===== src/rtl/fpnew_result_rob.sv =====
// fpnew_result_rob: in-order writeback buffer placed after the FPU.
// Hands out a slot ID at issue. The core uses that ID as the FPU tag.
// Completions that arrive out of order are captured by tag. Results retire
// strictly in allocation order. Sticky fflags are accumulated for retired ops.
//
// Handshakes: each channel transfers on a cycle where valid and ready are both
// high at the rising clock edge. alloc_ready_o and wb_valid_o depend only on
// registers, never on the partner's valid/ready. cpl_ready_o is tied high
// because every completion already owns a reserved slot.
module fpnew_result_rob #(
    parameter int unsigned Width   = 64,
    parameter int unsigned Depth   = 4,     // power of two, >= 2
    localparam int unsigned IdWidth = $clog2(Depth)
) (
    input  logic               clk_i,
    input  logic               rst_i,
    input  logic               flush_i,
    input  logic               alloc_valid_i,
    output logic               alloc_ready_o,
    output logic [IdWidth-1:0] alloc_id_o,
    input  logic               cpl_valid_i,
    output logic               cpl_ready_o,
    input  logic [IdWidth-1:0] cpl_id_i,
    input  logic [Width-1:0]   cpl_result_i,
    input  logic [4:0]         cpl_status_i,
    output logic               wb_valid_o,
    input  logic               wb_ready_i,
    output logic [IdWidth-1:0] wb_id_o,
    output logic [Width-1:0]   wb_result_o,
    output logic [4:0]         wb_status_o,
    output logic [4:0]         fflags_o,
    input  logic               fflags_clr_i,
    output logic [IdWidth:0]   count_o,
    output logic               err_o
);

    localparam logic [IdWidth:0] DepthCnt = (IdWidth+1)'(Depth);

    // Pointer and occupancy state
    logic [IdWidth-1:0] head_q;
    logic [IdWidth-1:0] tail_q;
    logic [IdWidth:0]   count_q;

    // Per-slot bookkeeping and payload
    logic [Depth-1:0]   alloc_q;
    logic [Depth-1:0]   done_q;
    logic [Width-1:0]   result_q [Depth];
    logic [4:0]         status_q [Depth];

    logic [4:0]         fflags_q;
    logic               err_q;

    // Handshake qualifiers; flush overrides every other event in its cycle
    logic alloc_fire;
    logic cpl_ok;
    logic cpl_fire;
    logic cpl_bad;
    logic retire_fire;

    // Ready/valid derived from registered state only; a full buffer cannot
    // reuse a slot that is being retired in the same cycle.
    always_comb begin
        alloc_ready_o = (count_q < DepthCnt);
        wb_valid_o    = alloc_q[head_q] & done_q[head_q];
        alloc_fire    = alloc_valid_i & alloc_ready_o & ~flush_i;
        cpl_ok        = alloc_q[cpl_id_i] & ~done_q[cpl_id_i];
        cpl_fire      = cpl_valid_i & cpl_ok & ~flush_i;
        cpl_bad       = cpl_valid_i & ~cpl_ok & ~flush_i;
        retire_fire   = wb_valid_o & wb_ready_i & ~flush_i;
    end

    // Control state: pointers, count, per-slot flags and the error pulse
    always_ff @(posedge clk_i) begin
        if (rst_i || flush_i) begin
            head_q  <= '0;
            tail_q  <= '0;
            count_q <= '0;
            alloc_q <= '0;
            done_q  <= '0;
            err_q   <= 1'b0;
        end else begin
            err_q <= cpl_bad;
            // Retire is applied before alloc. The two can only hit the same
            // slot when the buffer is full, and alloc is blocked then.
            if (retire_fire) begin
                alloc_q[head_q] <= 1'b0;
                done_q[head_q]  <= 1'b0;
                head_q          <= head_q + IdWidth'(1);
            end
            if (alloc_fire) begin
                alloc_q[tail_q] <= 1'b1;
                done_q[tail_q]  <= 1'b0;
                tail_q          <= tail_q + IdWidth'(1);
            end
            // A completing slot is never the retiring slot (done is still 0)
            // nor the allocating slot (alloc is still 0).
            if (cpl_fire) begin
                done_q[cpl_id_i] <= 1'b1;
            end
            count_q <= count_q + (IdWidth+1)'(alloc_fire) - (IdWidth+1)'(retire_fire);
        end
    end

    // Payload capture; storage is deliberately left unreset
    always_ff @(posedge clk_i) begin
        if (cpl_fire) begin
            result_q[cpl_id_i] <= cpl_result_i;
            status_q[cpl_id_i] <= cpl_status_i;
        end
    end

    // Sticky flags: clear takes effect first, then the retiring status is ORed
    // in. A flush keeps the accumulated flags.
    always_ff @(posedge clk_i) begin
        if (rst_i) begin
            fflags_q <= '0;
        end else if (retire_fire) begin
            fflags_q <= (fflags_clr_i ? 5'b0 : fflags_q) | status_q[head_q];
        end else if (fflags_clr_i) begin
            fflags_q <= '0;
        end
    end

    assign alloc_id_o  = tail_q;
    assign cpl_ready_o = 1'b1;
    assign wb_id_o     = head_q;
    assign wb_result_o = result_q[head_q];
    assign wb_status_o = status_q[head_q];
    assign fflags_o    = fflags_q;
    assign count_o     = count_q;
    assign err_o       = err_q;

endmodule

===== config.mk =====
export PLATFORM = sky130hd
export DESIGN_NAME = fpnew_result_rob
export DESIGN_NICKNAME = d
export VERILOG_FILES = /design/src/rtl/fpnew_result_rob.sv
export SDC_FILE = /design/constraint.sdc
export NUM_CORES = 1
export LEC_CHECK = 0
export BUFFER_PORTS_ARGS = -buffer_cell sky130_fd_sc_hd__buf_2
export CAP_MARGIN = 20
export CORE_ASPECT_RATIO = 1.25
export CORE_UTILIZATION = 25
export DETAILED_ROUTE_END_ITERATION = 12
export GPL_TIMING_DRIVEN = 0
export HOLD_SLACK_MARGIN = 0.02
export SYNTH_ARGS = -nofsm -noshare
export SYNTH_HDL_FRONTEND = slang
export SYNTH_SLANG_ARGS = --single-unit

===== constraint.sdc =====
create_clock -name clk_i -period 17.15 [get_ports clk_i]
set_input_delay 3.43 -clock clk_i [delete_from_list [all_inputs] [get_ports clk_i]]
set_output_delay 3.43 -clock clk_i [all_outputs]
set_load 0.05 [all_outputs]

==> out/metrics.csv, run 1 <==
metric;value;unit
Worst Setup End Kind;output port;
register area;8750;um2
gr usage total;10.5;%
final setup fails;0;
max-cap violations;0;
worst reg-to-reg path cell count;13;
I/O pin total;163;
fillers;4228;
Buf/Inv on CP;4;
Setup Buffers After CTS;0;
Crit path required time;13.72;ns
RSZ-0062 raised after global routing;no;
vias in the first global route;5918;
RR Startpoint;wb_id_o[1];
DIE HEIGHT;238;um
most common library cell in the layout ignoring fill and taps;edfxtp_1;
Yosys reg bits;299;
fin crit period;6.38;ns
Layout Skew;0.0128;ns
first-pass iteration count of the detailed router;4;
Total Power;0.00143;W
YS warnings;0;
register-to-register setup slack;14.38;ns
htree depth;1;
Hold Startpoint;fflags_o[1];
global-route wire length before repair;35500;um
static leakage;4.60;nW
Worst Hold End;fflags_o[1];
drt total wl;23800;um
combinational group share of total power;1.8;%
Skew-Pair Late Insertion Delay;0.56;ns
WL/cell;18.2;um
Hold Vio Cnt, Final;0;
Antenna Nets Post-Route;0;
status;completed;
CP Class;register to output port;
residual DRC count;0;
master cell of the clock root buffer;clkbuf_16;
Max Slew Vio Count;0;
sequential fraction of the synthesis area;78.7;%
sw frac;20.4;%
core footprint;44000;um2
crit share post-route;37.2;%
maximum vdd drop;0.0000895;V
final hold slack;0.466;ns
Netlist cell types;41;
Synth area leader;edfxtp_1;
antenna diode count;0;
largest net degree at the start of global routing;44;
Min-Delay Path Class;register to register;
clock-pin slew on the worst setup and hold paths;0.06;ns
worst reg2reg endpoint;count_o[2];
Max stage delay on crit path;0.68;ns
vias;5462;
Layout area overhead;24.1;%
clock sinks;299;
cts repair resizes;0;
peak fanout along the critical path;10;
Clock power frac;42.3;%
Avg Cell Area, Syn;22.6;um2
GP Congestion;0.700;
top cell type's share of synthesized area;74.5;%
row count;86;
NumNets Final;800;
Hold Buf Count CTS;0;
transition time at the pin with the least slew margin;0.841;ns
Die W;191;um
Port Buffers;160;
CP arrival;2.95;ns
CP startpoint kind;register;
mapped cell area;11100;um2
First DRT Iteration DRCs;208;
Clock Tree Buf Depth;3;
starting density of the core;25.3;%
Core Util, Final;31.4;%
layout cells sized above 1;44.0;%
Critical Path, Cell by Cell;clkbuf_1, clkbuf_1, buf_2, mux4_2, buf_2;
normalized max-slew margin;43.8;%
area of the multi-input gates;2210;um2
Largest delay share family, worst path;buffers and inverters;
die area;45300;um2
gr ovfl total;0;
Cells after Synth;492;
hold path cells;2;
dpl hpwl;16300;um
CP max stage cell;clkbuf_1;
CTS tree;yes;
Pint;0.00114;W
CTS Buf Count;31;
via/cell ratio;4.18;
Mapped Nets;581;
pwr/cell area;103;nW/um2
commonest cells after routing, fill and taps aside;edfxtp_1, buf_2, mux4_2, clkbuf_16, buf_4;
initial antenna violation count;1;
Area contributors post-synth;edfxtp_1, mux4_2, dfxtp_1;
Net Switching;0.000290;W
register share of total power;55.9;%
fmax;0.157;GHz
==> through the flow <==
step | setup TNS, ns | cell area, um2 | instances | setup WS, ns
2_1_floorplan | 0 | 11100 | 492 | 5.53
3_3_place_gp | -229.02 | 12600 | 1224 | -2.48
3_5_place_dp | 0 | 12900 | 1250 | 11.01
4_1_cts | 0 | 13800 | 1306 | 10.60
6_report | 0 | 13800 | 1306 | 10.77
5_1_grt | 0 | 13800 | 1306 | 10.54
==> how the worst max path moves through the flow <==
| stage | cells after the start | end | start | slack, ns |
|---|---|---|---|---|
| finish | 5 | wb_result_o[43] | register | 10.77 |
| global placement | 4 | done_q[1] | cpl_id_i[1] | -2.48 |
| floorplan | 3 | result_q[1][0] | flush_i | 5.53 |
| global route | 5 | wb_result_o[26] | register | 10.54 |
| CTS | 5 | wb_result_o[43] | register | 10.60 |
| detailed placement | 9 | result_q[1][48] | flush_i | 11.01 |
==> kinds of logic after synthesis <==
| logic type | Yosys count | synth area share (%) |
|---|---|---|
| xor gates and xnor gates | 3 | 0.236 |
| adders and majority gates | 11 | 1.30 |
| DFF | 299 | 78.7 |
| and+or+nand+nor | 44 | 2.14 |
| AOI/OAI and AO/OA | 30 | 1.86 |
| other | 1 | 0.0337 |
| buffers and inverters | 34 | 1.60 |
| muxes | 70 | 14.2 |
==> synthesized netlist by cell type (all sizes together) <==
| cell type | number |
|---|---|
| a31o | 1 |
| fa | 1 |
| nand2 | 10 |
| a211o | 1 |
| inv | 13 |
| and3 | 1 |
| nand2b | 6 |
| ha | 10 |
| and4 | 1 |
| a311oi | 2 |
| dfxtp | 23 |
| nand3b | 2 |
| a21o | 2 |
| nor4b | 1 |
| nor2 | 8 |
| nor3b | 2 |
| buf | 16 |
| mux4 | 70 |
| conb | 1 |
| a211oi | 2 |
| o311a | 2 |
| a21oi | 11 |
| and2 | 2 |
| o211ai | 1 |
| edfxtp | 276 |
| nand4 | 1 |
| a32o | 1 |
| nor4 | 1 |
| nor2b | 4 |
| nand3 | 4 |
| clkbuf | 5 |
| xnor2 | 3 |
| o31ai | 2 |
| or2 | 1 |
| o21a | 2 |
| o21ai | 3 |
==> metal layers <==
layer  GRT usage [%]  routed length [um]  up-vias
li1                -                   -     2477
met1            13.0                9990     2807
met2            17.7               11700      139
met3            2.81                1500       37
met4            3.47                 513        2
met5               0                  17        -
==> sequential cells by signal, summed over array words and instances (netlist names), named ones only <==
name and flops:
alloc_id_o 2, alloc_q 4, count_o 3, result_q 256
err_o 1, done_q 4, status_q 20, fflags_o 5
wb_id_o 2
==> power groups by stage <==
stage | Sequential [W] | Combinational (W) | Clock (W)
3_5_place_dp | 0.000813 | 0.0000261 | 0
6_report | 0.000797 | 0.0000259 | 0.000603
4_1_cts | 0.000797 | 0.0000261 | 0.000628
3_3_place_gp | 0.000813 | 0.0000239 | 0
2_1_floorplan | 0.000814 | 0.00000670 | 0
5_1_grt | 0.000797 | 0.0000288 | 0.000653
==> area by class of cell <==
| class | instances | area share [%] |
|---|---|---|
| multi-input combinational | 159 | 16.0 |
| inverter | 13 | 0.390 |
| clock inverter | 21 | 0.834 |
| tap | 572 | 5.19 |
| sequential | 299 | 63.4 |
| timing repair buffer | 186 | 7.53 |
| buffer | 21 | 0.916 |
| clock buffer | 35 | 5.73 |
==> worst min-delay path, stage by stage, from the launching register on <==
cell and delay, ns:
dfxtp_1 0.31, nand2b_1 0.06, a21oi_1 0.05
(Power assumes the default switching activity.)
==> run 2: changes to the inputs <==
==> constraint.sdc (replaced) <==
create_clock -name clk_i -period 6.45 [get_ports clk_i]
set_input_delay 1.29 -clock clk_i [delete_from_list [all_inputs] [get_ports clk_i]]
set_output_delay 1.29 -clock clk_i [all_outputs]
set_load 0.05 [all_outputs]
==> out/metrics.csv, run 2 (same netlist as run 1, synthesis figures left out) <==
metric;value;unit
status;completed;
most common library cell in the layout ignoring fill and taps;edfxtp_1;
CP startpoint kind;register;
fin crit period;4.22;ns
I/O pin total;163;
master cell of the clock root buffer;clkbuf_16;
htree depth;1;
DIE HEIGHT;238;um
first-pass iteration count of the detailed router;4;
Max Slew Vio Count;0;
max-cap violations;0;
CTS tree;yes;
Final Cell Area;14000;um2
peak fanout along the critical path;10;
Hold Vio Cnt, Final;0;
clock sinks;299;
via/cell ratio;4.27;
Layout area overhead;25.8;%
clock-pin slew on the worst setup and hold paths;0.07;ns
WL/cell;19.0;um
Skew-Pair Late Insertion Delay;0.57;ns
Die W;191;um
maximum vdd drop;0.000236;V
Clock Tree Buf Depth;3;
residual DRC count;0;
CP Class;register to output port;
dpl hpwl;16100;um
gr ovfl total;0;
Min-Delay Path Class;register to register;
static leakage;4.66;nW
drt total wl;24700;um
core footprint;44000;um2
First DRT Iteration DRCs;191;
die area;45300;um2
Largest Register;result_q;
CTS Buf Count;31;
GP Congestion;0.731;
Port Buffers;160;
largest net degree at the start of global routing;49;
max reg flops;256;
final setup fails;0;
vias;5544;
pwr/cell area;289;nW/um2
layout cells sized above 1;43.8;%
initial antenna violation count;5;
Crit path required time;5.16;ns
vias in the first global route;5957;
commonest cells after routing, fill and taps aside;edfxtp_1, buf_2, mux4_2, clkbuf_16, dfxtp_1;
Critical Path, Cell by Cell;clkbuf_1, clkbuf_1, buf_2, mux4_2, buf_2;
Layout Skew;0.0102;ns
NumNets Final;791;
Hold Buf Count CTS;0;
Non-Filler Instances;1299;
transition time at the pin with the least slew margin;0.930;ns
cts repair resizes;0;
RSZ-0062 raised after global routing;no;
starting density of the core;25.3;%
dpl ws;2.71;ns
final hold slack;0.468;ns
CP max stage cell;clkbuf_1;
Placed Cells;1241;
row count;86;
Worst Setup End Kind;output port;
Antenna Nets Post-Route;0;
gr usage total;11.0;%
placed standard-cell area;12900;um2
Max stage delay on crit path;0.65;ns
Setup Buffers After CTS;0;
CP arrival;2.93;ns
crit share post-route;65.4;%
normalized max-slew margin;37.8;%
global-route wire length before repair;36700;um
fmax;0.237;GHz
Setup WS post-layout;2.23;ns
## run 2: cell types whose count changed in the layout (fill, tap and decap cells not counted), moves of 2 or more
cell and change:
clkinv_1 -2, clkinv_2 +2, buf_16 +2, buf_12 -2, buf_4 -19, inv_6 -2
buf_8 +9, clkinvlp_4 -2, bufinv_16 +6
## run 2: layout make-up
type / instances / area [um2]
antenna: 1 / 2.50
buffer: 21 / 126
clock buffer: 34 / 787
clock inverter: 23 / 265
fill: 4237 / 30000
inverter: 13 / 53.8
multi-input combinational: 159 / 2230
sequential: 299 / 8750
tap: 572 / 716
timing repair buffer: 177 / 1060
## run 2: where the power goes
group | internal, W | switching [W] | total, W | leakage (nW)
sequential | 0.00212 | 0.00000151 | 0.00212 | 2.67
combinational | 0.0000251 | 0.0000449 | 0.0000700 | 1.48
clock | 0.00111 | 0.000743 | 0.00186 | 0.507
## run 2: path summary, 6_finish.rpt
| path | startpoint | endpoint | slack (ns) | depth (start not counted) |
|---|---|---|---|---|
| min | fflags_o[3] | fflags_o[3] | 0.47 | 2 |
| max reg2reg | wb_id_o[1] | count_o[2] | 3.62 | 13 |
| max | register | wb_result_o[28] | 2.23 | 5 |
| min reg2reg | fflags_o[3] | fflags_o[3] | 0.47 | 2 |
## run 2: layer usage
layer / GRT usage, % / routed length, um / vias to the layer above
met2: 18.4 / 12200 / 128
li1: - / - / 2471
met3: 2.85 / 1420 / 48
met5: 0 / 45 / -
met4: 4.27 / 701 / 6
met1: 13.4 / 10300 / 2891
## run 2: worst max-delay path, delay by kind of cell, from the launching register on
family,cells,cell delay (ns)
DFF,1,0.31
muxes,1,0.37
buffers and inverters,4,1.67
## run 2: metrics by stage
step / power, W / setup TNS [ns] / utilization [%]
after floorplan: 0.00218 / 0 / -
after global placement: 0.00223 / -560.37 / 28.7
after detailed placement: 0.00223 / 0 / 29.4
after CTS: 0.00411 / 0 / 31.8
after global routing: 0.00418 / 0 / 31.8
final: 0.00405 / 0 / 31.8
